<file path="config.mk">
export PLATFORM = sky130hd
export DESIGN_NAME = imem_boot_ctrl
export DESIGN_NICKNAME = d
export VERILOG_FILES = /design/src/rtl/imem_boot_pkg.sv /design/src/rtl/imem_boot_cksum.sv /design/src/rtl/imem_boot_ctrl.sv
export SDC_FILE = /design/constraint.sdc
export NUM_CORES = 1
export LEC_CHECK = 0
export ABC_AREA = 1
export BUFFER_PORTS_ARGS = -buffer_cell sky130_fd_sc_hd__buf_2
export CORE_UTILIZATION = 46
export DETAILED_ROUTE_END_ITERATION = 16
export PLACE_DENSITY_LB_ADDON = 0.1
export SLEW_MARGIN = 40
export SYNTH_ARGS = -nofsm -noshare
export SYNTH_HDL_FRONTEND = slang
export SYNTH_HIERARCHICAL = 1
export SYNTH_SLANG_ARGS = --single-unit
</file>
<file path="constraint.sdc">
create_clock -name clk -period 1.6 [get_ports clk]
set_input_delay 0.24 -clock clk [delete_from_list [all_inputs] [get_ports clk]]
set_output_delay 0.24 -clock clk [all_outputs]
set_load 0.03 [all_outputs]
</file>
<file path="src/rtl/imem_boot_pkg.sv">
// imem_boot_pkg: shared states and instruction-memory geometry for the boot loader
package imem_boot_pkg;
  localparam int IMEM_ADDR_W = 8;
  localparam int IMEM_DEPTH  = 256;
  typedef enum logic [2:0] {IDLE, LOAD, DRAIN, RUN, FAULT} state_t;
endpackage

</file>
<file path="src/rtl/imem_boot_cksum.sv">
// imem_boot_cksum: wrap-around sum of accepted words compared against an expected value
module imem_boot_cksum (
  input  logic        clk,
  input  logic        rst,
  input  logic        clr,
  input  logic        add,
  input  logic [31:0] data,
  input  logic [31:0] exp_sum,
  output logic        match
);
  logic [31:0] sum;
  logic [31:0] ref_q;
  // clear and latch the expected sum on an accepted start, accumulate on each handshake
  always_ff @(posedge clk or negedge rst)
    if (!rst) begin
      sum   <= '0;
      ref_q <= '0;
    end else if (clr) begin
      sum   <= '0;
      ref_q <= exp_sum;
    end else if (add) begin
      sum <= sum + data;
    end
  assign match = sum == ref_q;
endmodule

</file>
<file path="src/rtl/imem_boot_ctrl.sv">
// imem_boot_ctrl: streams a program into imem and holds the core in reset until loaded (checksum option: IMEM_BOOT_CHECKSUM_EN)
module imem_boot_ctrl
  import imem_boot_pkg::*;
#(
  parameter int ADDR_W = IMEM_ADDR_W,
  parameter int DEPTH  = IMEM_DEPTH
) (
  input  logic              clk,
  input  logic              rst,
  input  logic              start,
  input  logic [ADDR_W:0]   word_count,
  input  logic              s_valid,
  input  logic [31:0]       s_data,
`ifdef IMEM_BOOT_CHECKSUM_EN
  input  logic [31:0]       exp_sum,
`endif
  output logic              s_ready,
  output logic              im_en,
  output logic [ADDR_W-1:0] im_addr,
  output logic [31:0]       im_data,
  output logic              core_rst_n,
  output logic              busy,
  output logic              done,
  output logic              err
);
  state_t          state, next;
  logic [ADDR_W:0] cnt, len, cnt_nx;
  logic            hs, last, legal, can_start, go, nogo, cks_ok;
  assign legal      = (word_count != '0) && (word_count <= (ADDR_W+1)'(DEPTH));
  assign can_start  = state inside {IDLE, RUN, FAULT};
  assign go         = start & can_start & legal;
  assign nogo       = start & can_start & ~legal;
  assign s_ready    = state == LOAD;
  assign busy       = (state == LOAD) | (state == DRAIN);
  assign core_rst_n = state == RUN;
  assign hs         = s_valid & s_ready;
  assign cnt_nx     = cnt + 1'b1;
  assign last       = hs & (cnt_nx == len);
`ifdef IMEM_BOOT_CHECKSUM_EN
  imem_boot_cksum u_cksum (
    .clk     (clk),
    .rst     (rst),
    .clr     (go),
    .add     (hs),
    .data    (s_data),
    .exp_sum (exp_sum),
    .match   (cks_ok)
  );
`else
  assign cks_ok = 1'b1;
`endif
  // state register
  always_ff @(posedge clk or negedge rst)
    if (!rst) state <= IDLE;
    else state <= next;
  // next state: start is honoured only outside LOAD/DRAIN, DRAIN lasts exactly one cycle
  always_comb begin
    next = state;
    case (state)
      IDLE, RUN, FAULT: next = start ? (legal ? LOAD : FAULT) : state;
      LOAD:             next = last ? DRAIN : LOAD;
      DRAIN:            next = cks_ok ? RUN : FAULT;
      default:          next = IDLE;
    endcase
  end
  // write port is registered so the write lands one cycle after its handshake
  always_ff @(posedge clk or negedge rst)
    if (!rst) begin
      cnt     <= '0;
      len     <= '0;
      im_en   <= 1'b0;
      im_addr <= '0;
      im_data <= '0;
      done    <= 1'b0;
      err     <= 1'b0;
    end else begin
      im_en <= hs;
      done  <= (state == DRAIN) & cks_ok;
      if (hs) begin
        im_addr <= cnt[ADDR_W-1:0];
        im_data <= s_data;
        cnt     <= cnt_nx;
      end
      if (go) begin
        len <= word_count;
        cnt <= '0;
        err <= 1'b0;
      end
      if (nogo || (state == DRAIN && !cks_ok)) err <= 1'b1;
    end
endmodule

</file>
### Word level (Yosys, flattened, before mapping)

Index checks and enable logic that the tools add are counted.

| storage, ports and cells | value |
|---|---|
| bits in registers | 64 |
| latch bits | 0 |
| RAM bits | 0 |
| ROM bits | 0 |
| memories | 0 |

| operators by class | value |
|---|---|
| add/subtract/negate cells | 1 |
| $mul | 0 |
| divide/modulo/power cells | 0 |
| $lt $le $gt $ge | 1 |
| equal/unequal tests | 6 |
| shifts and indexed selects | 0 |
| multiplexer cells | 8 |
| bitwise logic cells | 7 |
| reduce and logical (&&, ||, !) cells | 7 |

Operators by type and width:

| kind | count |
|---|---|
| 2-to-1 mux 9 bit | 2 |
| adder 9 x 1 -> 9 bit, second input constant | 1 |
| == test 9 bit | 1 |
| <= comparator 9 bit, second input constant | 1 |
| case mux 3 bit (3 select lines) | 1 |
| nonzero test 9 bit | 1 |
| == test 3 x 2 -> 1 bit, second input constant | 2 |
| 2-to-1 mux 3 bit | 2 |
| AND 1 bit | 5 |
| nonzero test 2 bit | 2 |
| == test 3 x 1 -> 1 bit, second input constant | 1 |
| == test 3 bit, second input constant | 1 |
| zero test 3 bit | 1 |
| nonzero test 3 bit | 1 |
| OR reduction 3 bit | 1 |
| 2-to-1 mux 1 bit | 2 |
| 2-to-1 mux 2 bit | 1 |
| != test 2 bit, second input constant | 1 |
| logical AND 1 bit | 1 |
| inverter 1 bit | 1 |
| bitwise OR 1 bit | 1 |

### Depth between registers and ports, before layout

Gate-level depths: netlist of the first run.

| depth | value |
|---|---|
| word-level depth | 6 |
| gate-level depth with buffers | 15 |
| gate-level depth less buffers | 15 |

### Worst setup path after synthesis of the first run

No wires, ideal clock.

| timing path | value |
|---|---|
| path kind | register -> register |
| from | register state[2] |
| to | register cnt[2] |
| library setup time | 0.118 ns |
| data arrival time | 1.407 ns |
| slack | 0.076 ns |
| cell stages (with the launch flop) | 12 |
| path buffers | 1 |
| period minus slack after synthesis | 1.524 ns |
| path through | dfrtp_1 -> nor2_2 -> nand2_1 -> inv_2 -> a21oi_1 -> nor2_1 -> nand2_1 -> buf_6 -> nand2_4 -> inv_2 -> a21oi_1 -> inv_1 |

| on the way | value |
|---|---|
| word-level cells in the longest chain between the ends | 5 |
| elaborated cells between the ends (all ways) | 10 |
| classes of those cells | eq/ne: 3; mux: 1; bitwise: 3; reduce/logical: 3 |

Ends and longest elaborated chain:

| element | RTL line | text |
|---|---|---|
| start: declaration | imem_boot_ctrl.sv:26 | `state_t state, next;` |
| start signal: assignment | imem_boot_ctrl.sv:55 | `else state <= next;` |
| == test 3 x 2 -> 1 bit (*) | -- |  |
| named net core_rst_n | imem_boot_ctrl.sv:21 | `output logic core_rst_n,` |
| nonzero test 3 bit (*) | imem_boot_ctrl.sv:30 | `assign can_start = state inside {IDLE, RUN, FAULT};` |
| AND 1 bit (*) (2 in a row) | imem_boot_ctrl.sv:31 | `assign go = start & can_start & legal;` |
| 2-to-1 mux 9 bit / nonzero test 2 bit (equally long branches) | -- |  |
| end signal: assignment | imem_boot_ctrl.sv:82 | `cnt <= cnt_nx;` |
| end: declaration | imem_boot_ctrl.sv:27 | `logic [ADDR_W:0] cnt, len, cnt_nx;` |

Mark *: on every way through the listed nets, which the timed path passes. The rest lies on a longest branch.
A chain may end at the register's enable or synchronous reset.

### Worst setup path after layout of the first run

| timing path | value |
|---|---|
| from | register cnt[0] |
| to | register state[0] |

| on the way | value |
|---|---|
| word-level cells in the longest chain between the ends | 5 |

Ends and longest elaborated chain:

| element | RTL line | text |
|---|---|---|
| adder 9 x 1 -> 9 bit | imem_boot_ctrl.sv:37 | `assign cnt_nx = cnt + 1'b1;` |
| == test 9 bit | imem_boot_ctrl.sv:38 | `assign last = hs & (cnt_nx == len);` |
| AND 1 bit | imem_boot_ctrl.sv:38 |  |
| 2-to-1 mux 2 bit | imem_boot_ctrl.sv:61 | `LOAD: next = last ? DRAIN : LOAD;` |
| case mux 3 bit (3 select lines) | imem_boot_ctrl.sv:59 | `case (state)` |

Every way passes these cells.

==> results of run 1 <==
-- report_power, final --
group	leakage [uW]	internal, uW	total [uW]	switching (uW)
logic	0.00128	1030	3200	2170
clock network	0.0000920	711	1320	608
registers	0.000822	2270	2650	381
-- logic make-up after synthesis --
family,count (synthesis)
xor+xnor,1
compound gates,30
fa+ha+maj,1
simple gates,206
buf+inv,60
flops,64
-- layout make-up --
cell class              instances  area (sq um)  share of cell area
flip-flops and latches         64          1602              0.4330
multi-input cells             238          1050              0.2838
repair buffers                103         581.8              0.1573
inverters                      49         183.9             0.04973
clock buffers                  10         127.6             0.03451
well taps                      75         93.84             0.02537
clock inverters                 6         60.06             0.01624
-- worst max path at each step --
stage | end | slack [ns]
3_3_place_gp | state[0]$_DFFE_PN0P_ | 0.02
6_report | state[0]$_DFFE_PN0P_ | -0.03
3_5_place_dp | state[0]$_DFFE_PN0P_ | -0.05
4_1_cts | state[0]$_DFFE_PN0P_ | -0.02
2_1_floorplan | cnt[2]$_DFFE_PN0P_ | 0.08
5_1_grt | state[0]$_DFFE_PN0P_ | -0.30
-- worst max-delay path: cells and delay by family, from the launching register on --
kind / cells / cell delay, ns
adder cells (fa/ha/maj): 1 / 0.16
flip-flops: 1 / 0.42
AO/OA/AOI/OAI: 1 / 0.19
AND/OR/NAND/NOR: 10 / 0.76
-- cell usage in the layout (no fill, tap or decap) --
cell type and instances:
a21oi_1 7, buf_12 2, buf_2 89, buf_4 10, buf_6 1, bufinv_16 1, clkbuf_1 1, clkbuf_8 9
clkinv_2 3, clkinvlp_4 2, dfrtp_1 64, dlygate4sd3_1 1, ha_4 1, inv_1 42, inv_2 7, nand2_1 166
nand2_2 2, nand2_4 1, nand3_1 11, nand3_2 2, nand3b_1 4, nand4_1 3, nor2_1 14, nor2_2 1
nor2_8 1, nor3_2 1, o21ai_0 12, o21ai_1 8, o21ai_2 1, o22ai_1 2, xor2_1 1
-- Yosys cell counts, types with 2 or more instances --
cell,count
nand3b_1,4
nand4_1,3
nor2_1,14
o21ai_1,8
a21oi_1,7
dfrtp_1,64
inv_1,45
inv_2,4
buf_1,3
buf_2,5
o21ai_0,13
nand3_1,13
o22ai_1,2
nand2_1,167
-- layer usage --
metal,track usage,vias to the layer above,part of all wire
met5,0,-,0
met4,0.1089,0,0.016
met3,0.05169,9,0.051
met2,0.3067,73,0.46
met1,0.2578,1155,0.47
li1,-,1305,-
-- flip-flops by register name, summed over array words and instances, names as in the netlist --
name     cells
im_data     32
cnt          9
len          9
im_addr      8
state        3
done         1
err          1
im_en        1
-- timing repair --
item,4_1_cts,5_1_grt
resized for setup,2,12
pin swaps,0,1
hold buffers,1,0
setup buffers,0,3
hold endpoints to repair,64,0
endpoints found under the setup margin,2,19
-- per-stage QoR --
step                instances  setup TNS [ns]
floorplan                 362               0
global placement          525               0
detailed placement        525        -0.05212
CTS                       542        -0.02419
global route              545         -0.9084
finish                    545        -0.03194
==> flow_summary.json, run 1 <==
{
  "regToRegSetupSlack_ns": -0.03,
  "numClockSinks": 64,
  "core.rowCount": 28,
  "path_class": "reg -> reg",
  "grt_pass1_vias": 2276,
  "avgViaCountPerCell": 4.664,
  "slowest_stage": "dfrtp_1",
  "clockRootBuffer": "clkbuf_8",
  "grt_usage": 0.1999,
  "min_period_ns": 1.632,
  "wl_per_cell_microns": 11.22,
  "async_flop_share": 1.000,
  "synth_edf_count": 0,
  "end_kind": "register",
  "fmax_mhz": 612.8,
  "routabilityCongestion": 0.8239,
  "synth_area_leader_cell": "dfrtp_1",
  "period_share": 1.020,
  "grt_overflow_total": 0,
  "powerDensity_nw_per_um2": 1939,
  "hold_end": "im_data[21]$_DFFE_PN0P_",
  "io_pins": 91,
  "die_h_microns": 80.82,
  "relSlewSlack": 0.7795,
  "antenna_left": 0,
  "cts_tree": "yes",
  "irDropWorstVdd_uv": 985.1,
  "placed_cell_area_sq_um": 3438,
  "cp-start-kind": "register",
  "ys_seq_elements": 64,
  "cp.required_ns": 1.82,
  "drc_errors": 0,
  "diodes": 0,
  "vias": 2542,
  "final_area_sq_um": 3699,
  "wirelength_microns": 6115,
  "fin_worst_skew_ns": 0.006024,
  "synthAdderAreaFrac": 0.004378,
  "antenna_found_initial": 0,
  "min_from": "s_data[21]",
  "core_sq_um": 5956,
  "synth_top_family_by_area": "simple AND/OR/NAND/NOR gates",
  "synthCells": 362,
  "maxCapViolCount": 0,
  "min_path_cells": 3,
  "tightest_slew_ns": 0.3308,
  "portBuffers": 90,
  "area_growth_pct": 29.42,
  "drive_gt1_frac": 0.2851,
  "avgSynthCellArea_sq_um": 7.894,
  "r2r_end": "state[0]$_DFFE_PN0P_",
  "timing.rr.start": "cnt[0]$_DFFE_PN0P_",
  "synth-compound-area-share": 0.05342,
  "ys_top_cells_by_area": "dfrtp_1 56%, nand2_1 22%, inv_1 5.9%",
  "yosys_most_used_dff": "dfrtp_1",
  "synth_xor_area_frac": 0.003065,
  "final_util": 0.6210,
  "fin_nets": 511,
  "crit_top_cell": "nand2_1",
  "status": "finished with violations",
  "synth_top_area_frac": 0.5604,
  "crit_arrival_ns": 1.86,
  "setup.worst_path.start": "cnt[0]$_DFFE_PN0P_",
  "num-fill-cells": 575,
  "synth.area.mux_share": 0,
  "dr.first_iter.drc_count": 137,
  "netlist_area_sq_um": 2858,
  "clk_latency_ns": 0.34,
  "rsz0062_at_grt": "true",
  "violations": "negative setup slack",
  "grt_max_degree": 65,
  "fin_total_pwr_uw": 7172,
  "die_x_microns": 80.82,
  "setup_violations": 1,
  "synth-seq-area-share": 0.5604,
  "drtPass1Iterations": 4,
  "synth_cell_types": 24,
  "htreeDepth": 3,
  "cts-buffers-inserted": 9,
  "synth-simple-area-share": 0.2947,
  "place_ws_ns": -0.05212,
  "path_cells": "ha_4 > nand3_1 > o21ai_1 > nand2_1 > nand2_1 > nand3_1 > nor2_1 > nand2_1 > nand2_1 > nand2_1 > nand2_1 > nand2_1",
  "reg2reg_depth": 12,
  "die-area_sq_um": 6532,
  "leakagePower_uw": 0.002189,
  "cp_max_fo": 3,
  "syn_nets": 408,
  "grt_pass1_wl_microns": 9818,
  "hpwlAfterDp_microns": 4315,
  "hp-class": "in -> reg",
  "setup_slack_ns": -0.03194,
  "drv_slew": 0,
  "clk_pin_slew_worst_paths_ns": 0.07,
  "finalHoldViolCount": 0,
  "cts_max_path_buffers": 2,
  "ys_warn_count": 6,
  "whs_ns": 0.09812,
  "initial_core_util": 0.4798,
  "slowest_delay_ns": 0.42
}
Note: power is estimated with default switching activity, not from simulation.
==> run 2: changes to the inputs <==
--- a/config.mk
+++ b/config.mk
@@ -7,7 +7,7 @@
 export LEC_CHECK = 0
 export ABC_AREA = 1
 export BUFFER_PORTS_ARGS = -buffer_cell sky130_fd_sc_hd__buf_2
-export CORE_UTILIZATION = 46
+export CORE_UTILIZATION = 54
 export DETAILED_ROUTE_END_ITERATION = 16
 export PLACE_DENSITY_LB_ADDON = 0.1
 export SLEW_MARGIN = 40
==> constraint.sdc (replaced) <==
create_clock -name clk -period 2.1 [get_ports clk]
set_input_delay 0.315 -clock clk [delete_from_list [all_inputs] [get_ports clk]]
set_output_delay 0.315 -clock clk [all_outputs]
set_load 0.03 [all_outputs]
==> run 2 against run 1 <==
  * Worst setup slack improved by 0.43 ns
  * Critical path depth stayed put
  * Clock skew rose by 0.00092 ns
  * Largest cell class unchanged
  * Die area down 14%
  * Sequential power is 24% lower
  * Power is 27% lower
  * The flow now finishes without violations
  * Cell count decreased by 2.4%
  * Via count down 2.5%
  * First-iteration DRC count down 20%
==> flow_summary.json, run 2 (synthesized netlist as in run 1, its figures left out) <==
{
  "irDropWorstVdd_uv": 1059,
  "relSlewSlack": 0.6621,
  "min_period_ns": 1.704,
  "fin_tns_setup_ns": 0,
  "setup_slack_ns": 0.3959,
  "crit_top_cell": "nand2_1",
  "crit_arrival_ns": 1.94,
  "io_pins": 91,
  "clockRootBuffer": "clkbuf_8",
  "grt_usage": 0.2311,
  "min_path_cells": 3,
  "drive_gt1_frac": 0.2532,
  "area_growth_pct": 25.00,
  "use_met1": 0.2912,
  "largest_reg_flops": 32,
  "endpoint": "state[0]$_DFFE_PN0P_",
  "core_sq_um": 5107,
  "busiest_layer": "met2",
  "vias": 2479,
  "cts_resized": 0,
  "hp-class": "in -> reg",
  "r2r_end": "state[0]$_DFFE_PN0P_",
  "drtPass1Iterations": 4,
  "cts_max_path_buffers": 2,
  "die-area_sq_um": 5587,
  "rsz0062_at_grt": "false",
  "final_cell_mix": "167 x nand2_1, 90 x buf_2, 64 x dfrtp_1",
  "regToRegSetupSlack_ns": 0.40,
  "antenna_left": 0,
  "cts-buffers-inserted": 9,
  "largest_registers": "im_data x32, cnt x9, len x9",
  "status": "completed",
  "cts_tree": "yes",
  "comb_power_share": 0.439,
  "dp.cells": 516,
  "globalRouteMet3Util": 0.04552,
  "fin_worst_skew_ns": 0.006944,
  "setup_violations": 0,
  "initial_core_util": 0.5595,
  "final_common_cell": "nand2_1",
  "period_share": 0.8115,
  "timing.rr.start": "cnt[0]$_DFFE_PN0P_",
  "routabilityCongestion": 0.9239,
  "fmax_mhz": 586.8,
  "path_cells": "ha_1 > nand3_1 > o21ai_0 > nand2_1 > nand2_1 > nand3_1 > nor2_1 > nand2_1 > nand2_1 > nand2_1 > nand2_1 > nand2_1",
  "wl_per_cell_microns": 11.04,
  "power_frac_seq": 0.385,
  "slowest_stage": "dfrtp_1",
  "gr-usage-met2": 0.3734,
  "hpwlAfterDp_microns": 4266,
  "drv_slew": 0,
  "fin_nets": 504,
  "reg2reg_depth": 12,
  "place_ws_ns": 0.3950,
  "core.rowCount": 26,
  "maxCapViolCount": 0,
  "switchingPower_uw": 2341,
  "antenna_found_initial": 0,
  "cp-start-kind": "register",
  "finalNonFillerCells": 532,
  "sw_frac_of_total": 0.4475,
  "path_class": "reg -> reg",
  "setup.worst_path.start": "cnt[0]$_DFFE_PN0P_",
  "critPathTopFamily": "simple AND/OR/NAND/NOR gates",
  "fin_total_pwr_uw": 5232,
  "avgViaCountPerCell": 4.660,
  "slowest_delay_ns": 0.41,
  "grt_pass1_wl_microns": 9646,
  "final_util": 0.6994,
  "path_buf_inv": 0,
  "diodes": 0,
  "grt_overflow_total": 0,
  "leakagePower_uw": 0.002139,
  "die_x_microns": 74.75,
  "tightest_slew_ns": 0.5068,
  "numClockSinks": 64,
  "grt_max_degree": 48,
  "wirelength_microns": 5872,
  "die_h_microns": 74.75,
  "cp.required_ns": 2.33,
  "powerDensity_nw_per_um2": 1465,
  "portBuffers": 90,
  "cp_max_fo": 5,
  "grt_pass1_vias": 2292,
  "crit_cells": 12,
  "clk_latency_ns": 0.34,
  "clockPowerShare": 0.175,
  "end_kind": "register",
  "finalHoldViolCount": 0,
  "clk_pin_slew_worst_paths_ns": 0.07,
  "cts_setup_buffers": 0,
  "htreeDepth": 3,
  "intPower_uw": 2891,
  "dr.first_iter.drc_count": 109,
  "largest_register": "im_data",
  "drc_errors": 0
}
run 2: cell count changes in the layout (fill, tap and decap cells not counted), moves of 2 or more:
cell      before  now
nand3_2        2    0
inv_2          7    4
inv_1         42   45
buf_4         10    4
nand3_1       11   13
clkbuf_8       9   11
run 2: worst min path at each step:
stage               startpoint                       to  slack, ns
floorplan                  rst       cnt[0]$_DFFE_PN0P_       0.02
global placement           rst  im_data[29]$_DFFE_PN0P_       0.32
detailed placement         rst  im_data[29]$_DFFE_PN0P_       0.32
CTS                 s_data[24]  im_data[24]$_DFFE_PN0P_       0.17
global route         s_data[0]   im_data[0]$_DFFE_PN0P_       0.17
finish              s_data[27]  im_data[27]$_DFFE_PN0P_       0.17
run 2: power by group through the flow:
stage / combinational (uW) / clock [uW] / sequential [uW]
CTS: 2330 / 935 / 2020
detailed placement: 2310 / 0 / 2030
global route: 2570 / 985 / 2090
floorplan: 934 / 0 / 2730
global placement: 2270 / 0 / 2010
finish: 2300 / 918 / 2020
run 2: stage by stage:
step	cell area, sq um	hold slack [ns]
floorplan	2858	0.01941
global placement	3390	0.3181
detailed placement	3390	0.3194
CTS	3572	0.1658
global route	3572	0.1706
finish	3572	0.1705
run 2: worst register-to-register path: stages (launching register included):
cell	delay, ns
dfrtp_1	0.41
ha_1	0.21
nand3_1	0.13
o21ai_0	0.24
nand2_1	0.10
nand2_1	0.07
nand3_1	0.07
nor2_1	0.10
nand2_1	0.08
nand2_1	0.06
nand2_1	0.05
nand2_1	0.05
nand2_1	0.04
run 2: final cells by class:
cell class | instances | area, sq um
inverters | 49 | 183.9
multi-input cells | 238 | 1016
fillers | 436 | 1535
flip-flops and latches | 64 | 1602
well taps | 70 | 87.58
clock buffers | 12 | 155.1
repair buffers | 96 | 510.5
clock inverters | 3 | 17.52
run 2: metal layers:
layer  wire length [microns]  vias up
met5                       0        -
met4                     125        0
met3                     253       11
met2                    2737       72
met1                    2756     1102
li1                        -     1294
run 2: timing repair:
| item | in CTS | in global routing |
|---|---|---|
| hold endpoints to repair | 21 | 0 |
| hold buffers | 1 | 0 |
| endpoints found under the setup margin | 0 | 0 |
==> run 3: changes to the inputs <==
--- a/config.mk
+++ b/config.mk
@@ -5,9 +5,9 @@
 export SDC_FILE = /design/constraint.sdc
 export NUM_CORES = 1
 export LEC_CHECK = 0
-export ABC_AREA = 1
+export ABC_AREA = 0
 export BUFFER_PORTS_ARGS = -buffer_cell sky130_fd_sc_hd__buf_2
-export CORE_UTILIZATION = 54
+export CORE_UTILIZATION = 50
 export DETAILED_ROUTE_END_ITERATION = 16
 export PLACE_DENSITY_LB_ADDON = 0.1
 export SLEW_MARGIN = 40
==> constraint.sdc (replaced) <==
create_clock -name clk -period 1.6 [get_ports clk]
set_input_delay 0.24 -clock clk [delete_from_list [all_inputs] [get_ports clk]]
set_output_delay 0.24 -clock clk [all_outputs]
set_load 0.03 [all_outputs]
==> run 3 against run 2 <==
  * The flow now finishes with violations (negative setup slack)
  * Non-clock buffer count is 33 higher
  * Worst setup slack worse by 0.48 ns
  * Critical path depth down 7
  * Sequential power up 28%
  * Count of clock-buffer cells in the layout is the same
  * Synthesized cell count shrank 14%
  * Hold slack worse by 0.085 ns
==> flow_summary.json, run 3 <==
{
  "end_kind": "output port",
  "path_cells": "buf_6 > nor3b_4 > buf_4 > or2_4 > buf_6",
  "wirelength_microns": 6662,
  "hold_end": "im_data[10]$_DFFE_PN0P_",
  "min_path_cells": 3,
  "slowest_delay_ns": 0.41,
  "antenna_left": 0,
  "netlist_area_sq_um": 2848,
  "final_common_cell": "nand2_1",
  "path_buf_inv": 3,
  "die_h_microns": 77.47,
  "synth_area_leader_cell": "dfrtp_1",
  "grt_pass1_vias": 2472,
  "io_pins": 91,
  "slowest_stage": "dfrtp_1",
  "hp-class": "in -> reg",
  "grt_usage": 0.2377,
  "fin_worst_skew_ns": 0.009525,
  "cp_max_fo": 3,
  "largest_reg_flops": 32,
  "yosys-top-cells-count": "132 x nand2_1, 64 x dfrtp_1, 15 x nor2_1",
  "synth_edf_count": 0,
  "async_flop_share": 1.000,
  "avgViaCountPerCell": 4.936,
  "hpwlAfterDp_microns": 4454,
  "placed_cell_area_sq_um": 3646,
  "crit_top_cell": "buf_6",
  "yosys_most_used_dff": "dfrtp_1",
  "final_area_sq_um": 3990,
  "final_cell_mix": "131 x nand2_1, 87 x buf_2, 64 x dfrtp_1",
  "cp.required_ns": 1.36,
  "violations": "negative setup slack",
  "numClockSinks": 64,
  "final_util": 0.7246,
  "synth_cell_types": 36,
  "diodes": 0,
  "cp-start-kind": "register",
  "dr.first_iter.drc_count": 136,
  "grt_pass1_wl_microns": 11060,
  "cts-buffers-inserted": 9,
  "status": "finished with violations",
  "setup_slack_ns": -0.08285,
  "grt_max_degree": 50,
  "clk_pin_slew_worst_paths_ns": 0.07,
  "synthCells": 310,
  "relSlewSlack": 0.7528,
  "period_share": 1.052,
  "rsz0062_at_grt": "true",
  "leakagePower_uw": 0.002150,
  "finalHoldViolCount": 0,
  "yosysMostFrequentCell": "nand2_1",
  "setup_violations": 8,
  "synth-seq-area-share": 0.5624,
  "drtPass1Iterations": 4,
  "largest_registers": "im_data x32, cnt x9, len x9",
  "portBuffers": 90,
  "regToRegSetupSlack_ns": -0.07,
  "reg2reg_depth": 7,
  "powerDensity_nw_per_um2": 1896,
  "wl_per_cell_microns": 12.99,
  "die-area_sq_um": 6002,
  "maxCapViolCount": 0,
  "r2r_end": "state[0]$_DFFE_PN0P_",
  "clk_latency_ns": 0.33,
  "min_period_ns": 1.683,
  "cts_tree": "yes",
  "core_sq_um": 5507,
  "path_class": "reg -> out",
  "grt_overflow_total": 0,
  "min_from": "s_data[10]",
  "avgSynthCellArea_sq_um": 9.186,
  "fin_nets": 482,
  "initial_core_util": 0.5172,
  "area_growth_pct": 40.11,
  "synth_top_area_frac": 0.5624,
  "htreeDepth": 3,
  "num-fill-cells": 459,
  "drive_gt1_frac": 0.3946,
  "seq_area_sq_um": 1602,
  "antenna_found_initial": 0,
  "multi_input_area_sq_um": 1310,
  "ys_warn_count": 6,
  "timing.rr.start": "state[1]$_DFFE_PN0P_",
  "largest_register": "im_data",
  "core.rowCount": 27,
  "critPathTopFamily": "flip-flops",
  "irDropWorstVdd_uv": 1223,
  "ys_seq_elements": 64,
  "clockRootBuffer": "clkbuf_8",
  "vias": 2532,
  "crit_arrival_ns": 1.44,
  "drc_errors": 0,
  "ys_top_cells_by_area": "dfrtp_1 56%, nand2_1 17%, mux2_4 3.7%",
  "fmax_mhz": 594.2,
  "die_x_microns": 77.47,
  "cts_max_path_buffers": 2,
  "syn_nets": 356,
  "tightest_slew_ns": 0.3708,
  "drv_slew": 0,
  "routabilityCongestion": 0.8330
}
==> run 3: cell count changes in the layout (fill, tap and decap cells not counted), sizes merged, moves of 7 or more <==
cell	previous run	this run
xnor2	0	8
nand2	169	132
buf	95	128
nand3	13	4
mux2	0	8
o21ai	21	14
inv	49	1
==> run 3: stage by stage <==
step | worst slack (ns) | total power [uW] | cells | hold slack (ns) | setup TNS, ns
after floorplan | -0.2943 | 5017 | 310 | -0.05559 | -3.422
after global placement | -0.3828 | 6077 | 492 | 0.1768 | -6.078
after detailed placement | -0.4267 | 6157 | 492 | 0.1735 | -6.851
after CTS | -0.07425 | 7561 | 512 | 0.07649 | -0.4048
after global routing | -0.1507 | 8041 | 513 | 0.07910 | -1.413
final | -0.08285 | 7566 | 513 | 0.08558 | -0.3637
==> run 3: where the power goes <==
part | leakage, uW | switching (uW) | internal (uW)
clock | 0.0000866 | 612 | 608
sequential | 0.000812 | 351 | 2240
combinational | 0.00125 | 2310 | 1450
total | 0.00215 | 3270 | 4300
==> run 3: worst max-delay path by stage <==
stage / start / endpoint / cells after the start
2_1_floorplan: word_count[7] / len[1]$_DFFE_PN0P_ / 5
3_3_place_gp: word_count[7] / cnt[7]$_DFFE_PN0P_ / 6
3_5_place_dp: word_count[7] / cnt[7]$_DFFE_PN0P_ / 6
4_1_cts: state[1]$_DFFE_PN0P_ / busy / 5
5_1_grt: state[1]$_DFFE_PN0P_ / cnt[4]$_DFFE_PN0P_ / 7
6_report: state[1]$_DFFE_PN0P_ / busy / 5
==> run 3: metal layers <==
metal | track usage | wire [microns] | share of wire
met5 | 0 | 0 | 0
met4 | 0.1189 | 120 | 0.018
met3 | 0.04235 | 251 | 0.038
met2 | 0.3858 | 3186 | 0.48
met1 | 0.3066 | 3104 | 0.47
==> run 3: worst register-to-register path, stage by stage (launching register included) <==
cell and delay, ns:
dfrtp_1 0.41, buf_6 0.14, nor3b_4 0.20, nand2_2 0.11, inv_4 0.08, nand4_1 0.14, nor4_4 0.37, a21oi_1 0.11
==> run 3: timing repair <==
item | 4_1_cts | 5_1_grt
buffers inserted | 3 | 1
hold buffers | 1 | 0
setup endpoints to repair | 18 | 22
endpoints found under the hold margin | 15 | 0
resized for setup | 21 | 12
pin swaps | 10 | 5
gates cloned | 1 | 0
==> run 3: cells by family (layout without fill, tap and decap cells) <==
group,after synthesis,in the layout,share of synthesized area
XOR/XNOR,13,13,0.03998
AO/OA/AOI/OAI,34,34,0.07161
multiplexers,9,9,0.04438
adder cells (fa/ha/maj),1,1,0.004393
buffers and inverters,16,146,0.02372
flip-flops,64,64,0.5624
AND/OR/NAND/NOR,173,174,0.2535
==> run 3: final cells by class <==
cell class	instances	area share
sequential	64	0.4014
multi-input combinational	231	0.3283
timing repair buffer	129	0.2023
clock buffer	12	0.03637
tap	72	0.02258
clock inverter	4	0.007526
inverter	1	0.001568
